==> config.mk <==
export PLATFORM = sky130hd
export DESIGN_NAME = forward_scoreboard
export DESIGN_NICKNAME = d
export VERILOG_FILES = /design/src/rtl/forward_scoreboard.sv
export SDC_FILE = /design/constraint.sdc
export NUM_CORES = 1
export LEC_CHECK = 0
export CAP_MARGIN = 5
export CORE_ASPECT_RATIO = 0.75
export CORE_UTILIZATION = 49
export CTS_CLUSTER_DIAMETER = 150
export DETAILED_ROUTE_END_ITERATION = 10
export GPL_TIMING_DRIVEN = 1
export MAX_ROUTING_LAYER = met4
export PLACE_DENSITY = 0.93
export SYNTH_ARGS = -nofsm -noshare
export SYNTH_HDL_FRONTEND = slang
export SYNTH_SLANG_ARGS = --single-unit
export TNS_END_PERCENT = 30
==> constraint.sdc <==
create_clock -name i_clk -period 10.6 [get_ports i_clk]
set_input_delay 2.12 -clock i_clk [delete_from_list [all_inputs] [get_ports i_clk]]
set_output_delay 2.12 -clock i_clk [all_outputs]
set_load 0.01 [all_outputs]
==> src/rtl/forward_scoreboard.sv <==
// EX-stage operand forwarding with a load scoreboard: resolves RS1/RS2 from
// producer stages or returning load data, and stalls on load-use, WAW and full-queue hazards.
module forward_scoreboard #(
  parameter int XLEN        = 32,
  parameter int XADDR       = 5,
  parameter int NUM_STAGES  = 2,
  parameter int MAX_PENDING = 2,
  parameter int CNT_W       = 32,
  localparam int PW         = $clog2(MAX_PENDING + 1)
) (
  input  logic                        i_clk,
  input  logic                        i_rst,
  input  logic [XLEN-1:0]             i_rs1_ex,
  input  logic [XLEN-1:0]             i_rs2_ex,
  input  logic [XADDR-1:0]            i_rs1_addr_ex,
  input  logic [XADDR-1:0]            i_rs2_addr_ex,
  input  logic                        i_rs1_used_ex,
  input  logic                        i_rs2_used_ex,
  input  logic [NUM_STAGES*XLEN-1:0]  i_rd_fwd,
  input  logic [NUM_STAGES*XADDR-1:0] i_rd_addr_fwd,
  input  logic [NUM_STAGES-1:0]       i_rd_fwd_wr_en,
  input  logic [NUM_STAGES-1:0]       i_rd_fwd_ready,
  input  logic                        i_ld_issue,
  input  logic [XADDR-1:0]            i_ld_rd_addr,
  input  logic                        i_ld_done,
  input  logic [XADDR-1:0]            i_ld_done_addr,
  input  logic [XLEN-1:0]             i_ld_done_data,
  output logic [XLEN-1:0]             or_rs1,
  output logic [XLEN-1:0]             or_rs2,
  output logic                        o_stall_ex,
  output logic [PW-1:0]               o_pending_cnt,
  output logic                        o_sb_err,
  output logic [CNT_W-1:0]            o_stall_cycles
);

  localparam int NREG = 1 << XADDR;

  typedef struct packed {
    logic            haz;
    logic [XLEN-1:0] val;
  } res_t;

  logic [NREG-1:0]  pending_q, pending_d;
  logic [PW-1:0]    cnt_q, cnt_d;
  logic             sb_err_q;
  logic [CNT_W-1:0] stall_cycles_q;

  res_t rs1_res, rs2_res;
  logic waw_stall, cap_stall, stall;
  logic issue_acc, done_valid;

  // Youngest matching writer wins; a match on a not-yet-ready stage shadows older sources.
  function automatic res_t resolve(
    input logic [XADDR-1:0]            addr,
    input logic [XLEN-1:0]             rf_val,
    input logic [NUM_STAGES*XLEN-1:0]  fwd,
    input logic [NUM_STAGES*XADDR-1:0] fwd_addr,
    input logic [NUM_STAGES-1:0]       wr_en,
    input logic [NUM_STAGES-1:0]       ready,
    input logic                        done,
    input logic [XADDR-1:0]            done_addr,
    input logic [XLEN-1:0]             done_data,
    input logic [NREG-1:0]             pend
  );
    res_t r;
    logic found;
    r.haz = 1'b0;
    r.val = rf_val;
    found = 1'b0;
    if (addr != '0) begin
      for (int k = 0; k < NUM_STAGES; k++) begin
        if (!found && wr_en[k] && (fwd_addr[k*XADDR +: XADDR] == addr)) begin
          found = 1'b1;
          if (ready[k]) r.val = fwd[k*XLEN +: XLEN];
          else          r.haz = 1'b1;
        end
      end
      if (!found) begin
        if (done && (done_addr == addr)) r.val = done_data;
        else if (pend[addr])             r.haz = 1'b1;
      end
    end
    return r;
  endfunction

  always_comb begin
    rs1_res = resolve(i_rs1_addr_ex, i_rs1_ex, i_rd_fwd, i_rd_addr_fwd, i_rd_fwd_wr_en,
                      i_rd_fwd_ready, i_ld_done, i_ld_done_addr, i_ld_done_data, pending_q);
    rs2_res = resolve(i_rs2_addr_ex, i_rs2_ex, i_rd_fwd, i_rd_addr_fwd, i_rd_fwd_wr_en,
                      i_rd_fwd_ready, i_ld_done, i_ld_done_addr, i_ld_done_data, pending_q);
  end

  assign waw_stall = i_ld_issue && (i_ld_rd_addr != '0) && pending_q[i_ld_rd_addr]
                     && !(i_ld_done && (i_ld_done_addr == i_ld_rd_addr));
  assign cap_stall = i_ld_issue && (cnt_q == PW'(MAX_PENDING)) && !i_ld_done;
  assign stall     = (rs1_res.haz && i_rs1_used_ex) || (rs2_res.haz && i_rs2_used_ex)
                     || waw_stall || cap_stall;

  assign issue_acc  = i_ld_issue && !stall && (i_ld_rd_addr != '0);
  assign done_valid = i_ld_done && pending_q[i_ld_done_addr];

  // Clear before set so a same-cycle reissue of the completing register stays pending.
  always_comb begin
    pending_d = pending_q;
    if (done_valid) pending_d[i_ld_done_addr] = 1'b0;
    if (issue_acc)  pending_d[i_ld_rd_addr]   = 1'b1;
    cnt_d = cnt_q + PW'(issue_acc) - PW'(done_valid);
  end

  always_ff @(posedge i_clk) begin
    if (i_rst) begin
      pending_q      <= '0;
      cnt_q          <= '0;
      sb_err_q       <= 1'b0;
      stall_cycles_q <= '0;
    end else begin
      pending_q <= pending_d;
      cnt_q     <= cnt_d;
      sb_err_q  <= i_ld_done && !pending_q[i_ld_done_addr];
      if (stall && !(&stall_cycles_q)) stall_cycles_q <= stall_cycles_q + 1'b1;
    end
  end

  assign or_rs1         = rs1_res.val;
  assign or_rs2         = rs2_res.val;
  assign o_stall_ex     = stall;
  assign o_pending_cnt  = cnt_q;
  assign o_sb_err       = sb_err_q;
  assign o_stall_cycles = stall_cycles_q;

endmodule

==> results.sh <==
export IMPL_critPathRequiredTime_ps=8480
export IMPL_synth_nets=1180
export IMPL_ys_async_sr_fraction=0
export IMPL_slowest_delay_ps=890
export IMPL_cp_cell_sequence="clkdlybuf4s50_1, xor2_1, nor4_1, and3_1, and2_2, mux2i_1, a21oi_1, mux2i_1, a21oi_1, clkdlybuf4s50_1"
export IMPL_via_count=8932
export IMPL_fin_util=0.7117
export IMPL_dieArea_um2=16140
export IMPL_final_net_count=1414
export IMPL_postCtsSetupBuffers=0
export IMPL_p_per_area_nw_per_um2=76.56
export IMPL_grt_start_max_net_pins=67
export IMPL_first_iter_violations=1175
export IMPL_ant_nets=0
export IMPL_power_frac_seq=0.313
export IMPL_intPower_mw=0.5695
export IMPL_die_w_um=146.3
export IMPL_tightest_slew_ps=1109
export IMPL_switchingPower_mw=0.2600
export IMPL_cts_sinks=67
export IMPL_antenna_cells=0
export IMPL_report_final_slew_viol_count=0
export IMPL_hpwl_mm=22.18
export IMPL_yosysWarnings=0
export IMPL_slew_headroom=0.2604
export IMPL_endpoint_kind="primary output"
export IMPL_drt_pass1_iter_count=5
export IMPL_combPwrFrac=0.349
export IMPL_finalSetupTns_ps=0
export IMPL_cts_hold_fix_buffers=0
export IMPL_path_clk_slew_ps=60
export IMPL_grt_pass1_wl_mm=43.90
export IMPL_p_clk_frac=0.338
export IMPL_ys_seq_area_frac=0.1752
export IMPL_core_um2=15220
export IMPL_port_buffers=299
export IMPL_ys_seq_elements=67
export IMPL_syn2layout_area_growth_pct=41.50
export IMPL_die_height_um=110.3
export IMPL_place_congestion=0.9757
export IMPL_antenna_found_initial=0
export IMPL_arrival_ps=6040
export IMPL_post_route_min_period_ps=8162
export IMPL_rsz0062_at_grt="no"
export IMPL_rows=39
export IMPL_start_util=0.5030
export IMPL_drive_gt1_frac=0.08306
export IMPL_worstSkewPairLatency_ps=340
export IMPL_fin_crit_sh=0.7700
export IMPL_worst_path_max_delay_cell="and2_2"
export IMPL_syn_cell_area_um2=7657
export IMPL_maxCapViolCount=0
export IMPL_synth_edf_count=0
export IMPL_hold_viol=0
export IMPL_min_path_type="reg -> reg"
export IMPL_cp_start_kind="input port"
export IMPL_cts_buffers=9
export IMPL_synth_area_per_cell_um2=7.838
export IMPL_grt_overflow_total=0
export IMPL_setup_violations=0
export IMPL_ys_flop_type="dfxtp_1"
export IMPL_hold_depth=2
export IMPL_grt_usage=0.3576
export IMPL_grt_pass1_vias=7916
export IMPL_clockBufferDepth=2
export IMPL_dp_cells=1405
export IMPL_path_max_fanout=32
export IMPL_yosys_cell_types_count=62
export IMPL_cts_tree="yes"
export IMPL_swShare=0.3134
export IMPL_r2r_cells=14
export IMPL_synthCells=977
export IMPL_finClkSkew_ps=9.572
export IMPL_wl_mm=29.47
export IMPL_viasPerCell=6.286
export IMPL_status="complete, no violations"
export IMPL_leakagePower_nw=4.006
export IMPL_pin_count=300
export IMPL_routedWlPerCell_um=20.74
export IMPL_cts_resized=0
export IMPL_fillers=1184
export IMPL_clock_root_buffer="clkbuf_16"
export IMPL_crit_type="in -> out"
export IMPL_htreeDepth=3
export IMPL_max_clock_freq_mhz=122.5
export IMPL_fin_cells=1421
export IMPL_drc_errors=0
export IMPL_ir_drop_v=0.00009117
[cells in the mapped netlist (3+ instances only)]
cell type | n | area share
buf_1 | 12 | 0.0059
nor2b_1 | 17 | 0.014
nor3_1 | 15 | 0.0098
dfxtp_1 | 67 | 0.18
nor4_1 | 8 | 0.0065
o311ai_0 | 9 | 0.010
mux2_1 | 3 | 0.0044
o41ai_1 | 4 | 0.0046
nor3b_1 | 5 | 0.0049
mux2i_1 | 136 | 0.18
xnor2_1 | 20 | 0.023
and2_1 | 6 | 0.0049
a31oi_1 | 3 | 0.0025
nand4_1 | 12 | 0.0098
nand3b_1 | 3 | 0.0029
buf_4 | 7 | 0.0069
o211ai_1 | 25 | 0.025
a32oi_1 | 3 | 0.0034
mux2_2 | 8 | 0.012
and3b_1 | 3 | 0.0034
buf_6 | 7 | 0.010
nand2_1 | 98 | 0.048
or2_2 | 5 | 0.0041
o32ai_1 | 3 | 0.0034
ha_1 | 3 | 0.0049
o21ai_2 | 7 | 0.0080
nor2_1 | 89 | 0.044
and4_1 | 3 | 0.0034
o21ai_1 | 10 | 0.0065
clkbuf_1 | 48 | 0.024
or4_1 | 16 | 0.016
xor2_1 | 17 | 0.019
buf_2 | 11 | 0.0072
o21ai_0 | 83 | 0.054
inv_1 | 11 | 0.0054
or3_1 | 5 | 0.0041
nand3_1 | 23 | 0.015
o31ai_1 | 14 | 0.014
a21oi_1 | 84 | 0.055
and3_1 | 16 | 0.013
mux4_2 | 31 | 0.091
[cells in the final DEF, fill, tap and decap left out, types with 4 or more instances in the layout]
cell,instances
clkdlybuf4s50_1,299
mux2i_1,136
nand2_1,96
nor2_1,88
a21oi_1,84
o21ai_0,83
dfxtp_1,67
mux4_2,31
o211ai_1,25
nand3_1,22
xnor2_1,20
xor2_1,17
nor2b_1,17
and3_1,16
or4_1,16
nor3_1,15
o31ai_1,14
nand4_1,12
buf_4,12
inv_1,11
o21ai_1,10
o311ai_0,9
clkbuf_16,9
mux2_2,8
o21ai_2,7
nor4_1,6
or2_2,5
nor3b_1,5
and2_1,5
or3_1,5
o41ai_1,4
[routing by layer]
metal	global-route usage	vias up	wire [um]
met3	0.08848	85	3330
met1	0.4545	4085	11360
met5	-	-	0
met2	0.5422	657	13550
li1	-	4105	-
met4	0.1585	0	1230
[power by group through the flow]
stage,Combinational (mW),Sequential [mW],Clock (mW)
global placement,0.279,0.265,0
floorplan,0.136,0.265,0
detailed placement,0.284,0.265,0
global route,0.307,0.260,0.293
CTS,0.286,0.259,0.283
finish,0.289,0.260,0.280
[path summary, 6_finish.rpt]
path | from | endpoint | slack, ps
setup / recovery | i_rs2_addr_ex[3] | or_rs2[23] | 2440
hold / removal | o_stall_cycles[21] | o_stall_cycles[21] | 500
setup reg to reg | pending_q[8] | o_pending_cnt[1] | 6970
hold reg to reg | o_stall_cycles[21] | o_stall_cycles[21] | 500
[sequential cells by signal (all words and copies together), names as in the netlist]
register and count:
o_stall_cycles 32, pending_q 32, o_pending_cnt 2, o_sb_err 1
[stage by stage]
stage | hold WS [ps] | total power, mW | instance area [um2] | setup slack [ps]
after floorplan | 472.4 | 0.4006 | 7657 | 4366
after global placement | 480.1 | 0.5441 | 10560 | 2553
after detailed placement | 490.0 | 0.5489 | 10560 | 2545
after CTS | 498.4 | 0.8280 | 10840 | 2516
after global routing | 528.0 | 0.8603 | 10840 | 2258
final | 495.6 | 0.8296 | 10840 | 2438
[area by class of cell]
class / count / area, um2 / share of cell area
clock inverters: 7 / 51.30 / 0.004734
clock buffers: 9 / 225.2 / 0.02079
flip-flops and latches: 67 / 1341 / 0.1238
well taps: 205 / 256.5 / 0.02367
multi-input cells: 810 / 5833 / 0.5383
inverters: 12 / 45.04 / 0.004157
repair buffers: 311 / 3083 / 0.2845
[worst max-delay path: cells and delay by family]
family	cells	cell delay [ps]
xor gates and xnor gates	1	270
AOI/OAI and AO/OA	2	580
muxes	2	270
and+or+nand+nor	3	1440
buffers and inverters	2	1330
[logic make-up after synthesis]
group,after synthesis,synth area share
compound gates,253,0.1969
buf+inv,100,0.06683
simple gates,339,0.2288
xor+xnor,37,0.04232
fa+ha+maj,3,0.004902
mux,178,0.2851
flops,67,0.1752
No activity file was read; power rests on OpenSTA's default activity.
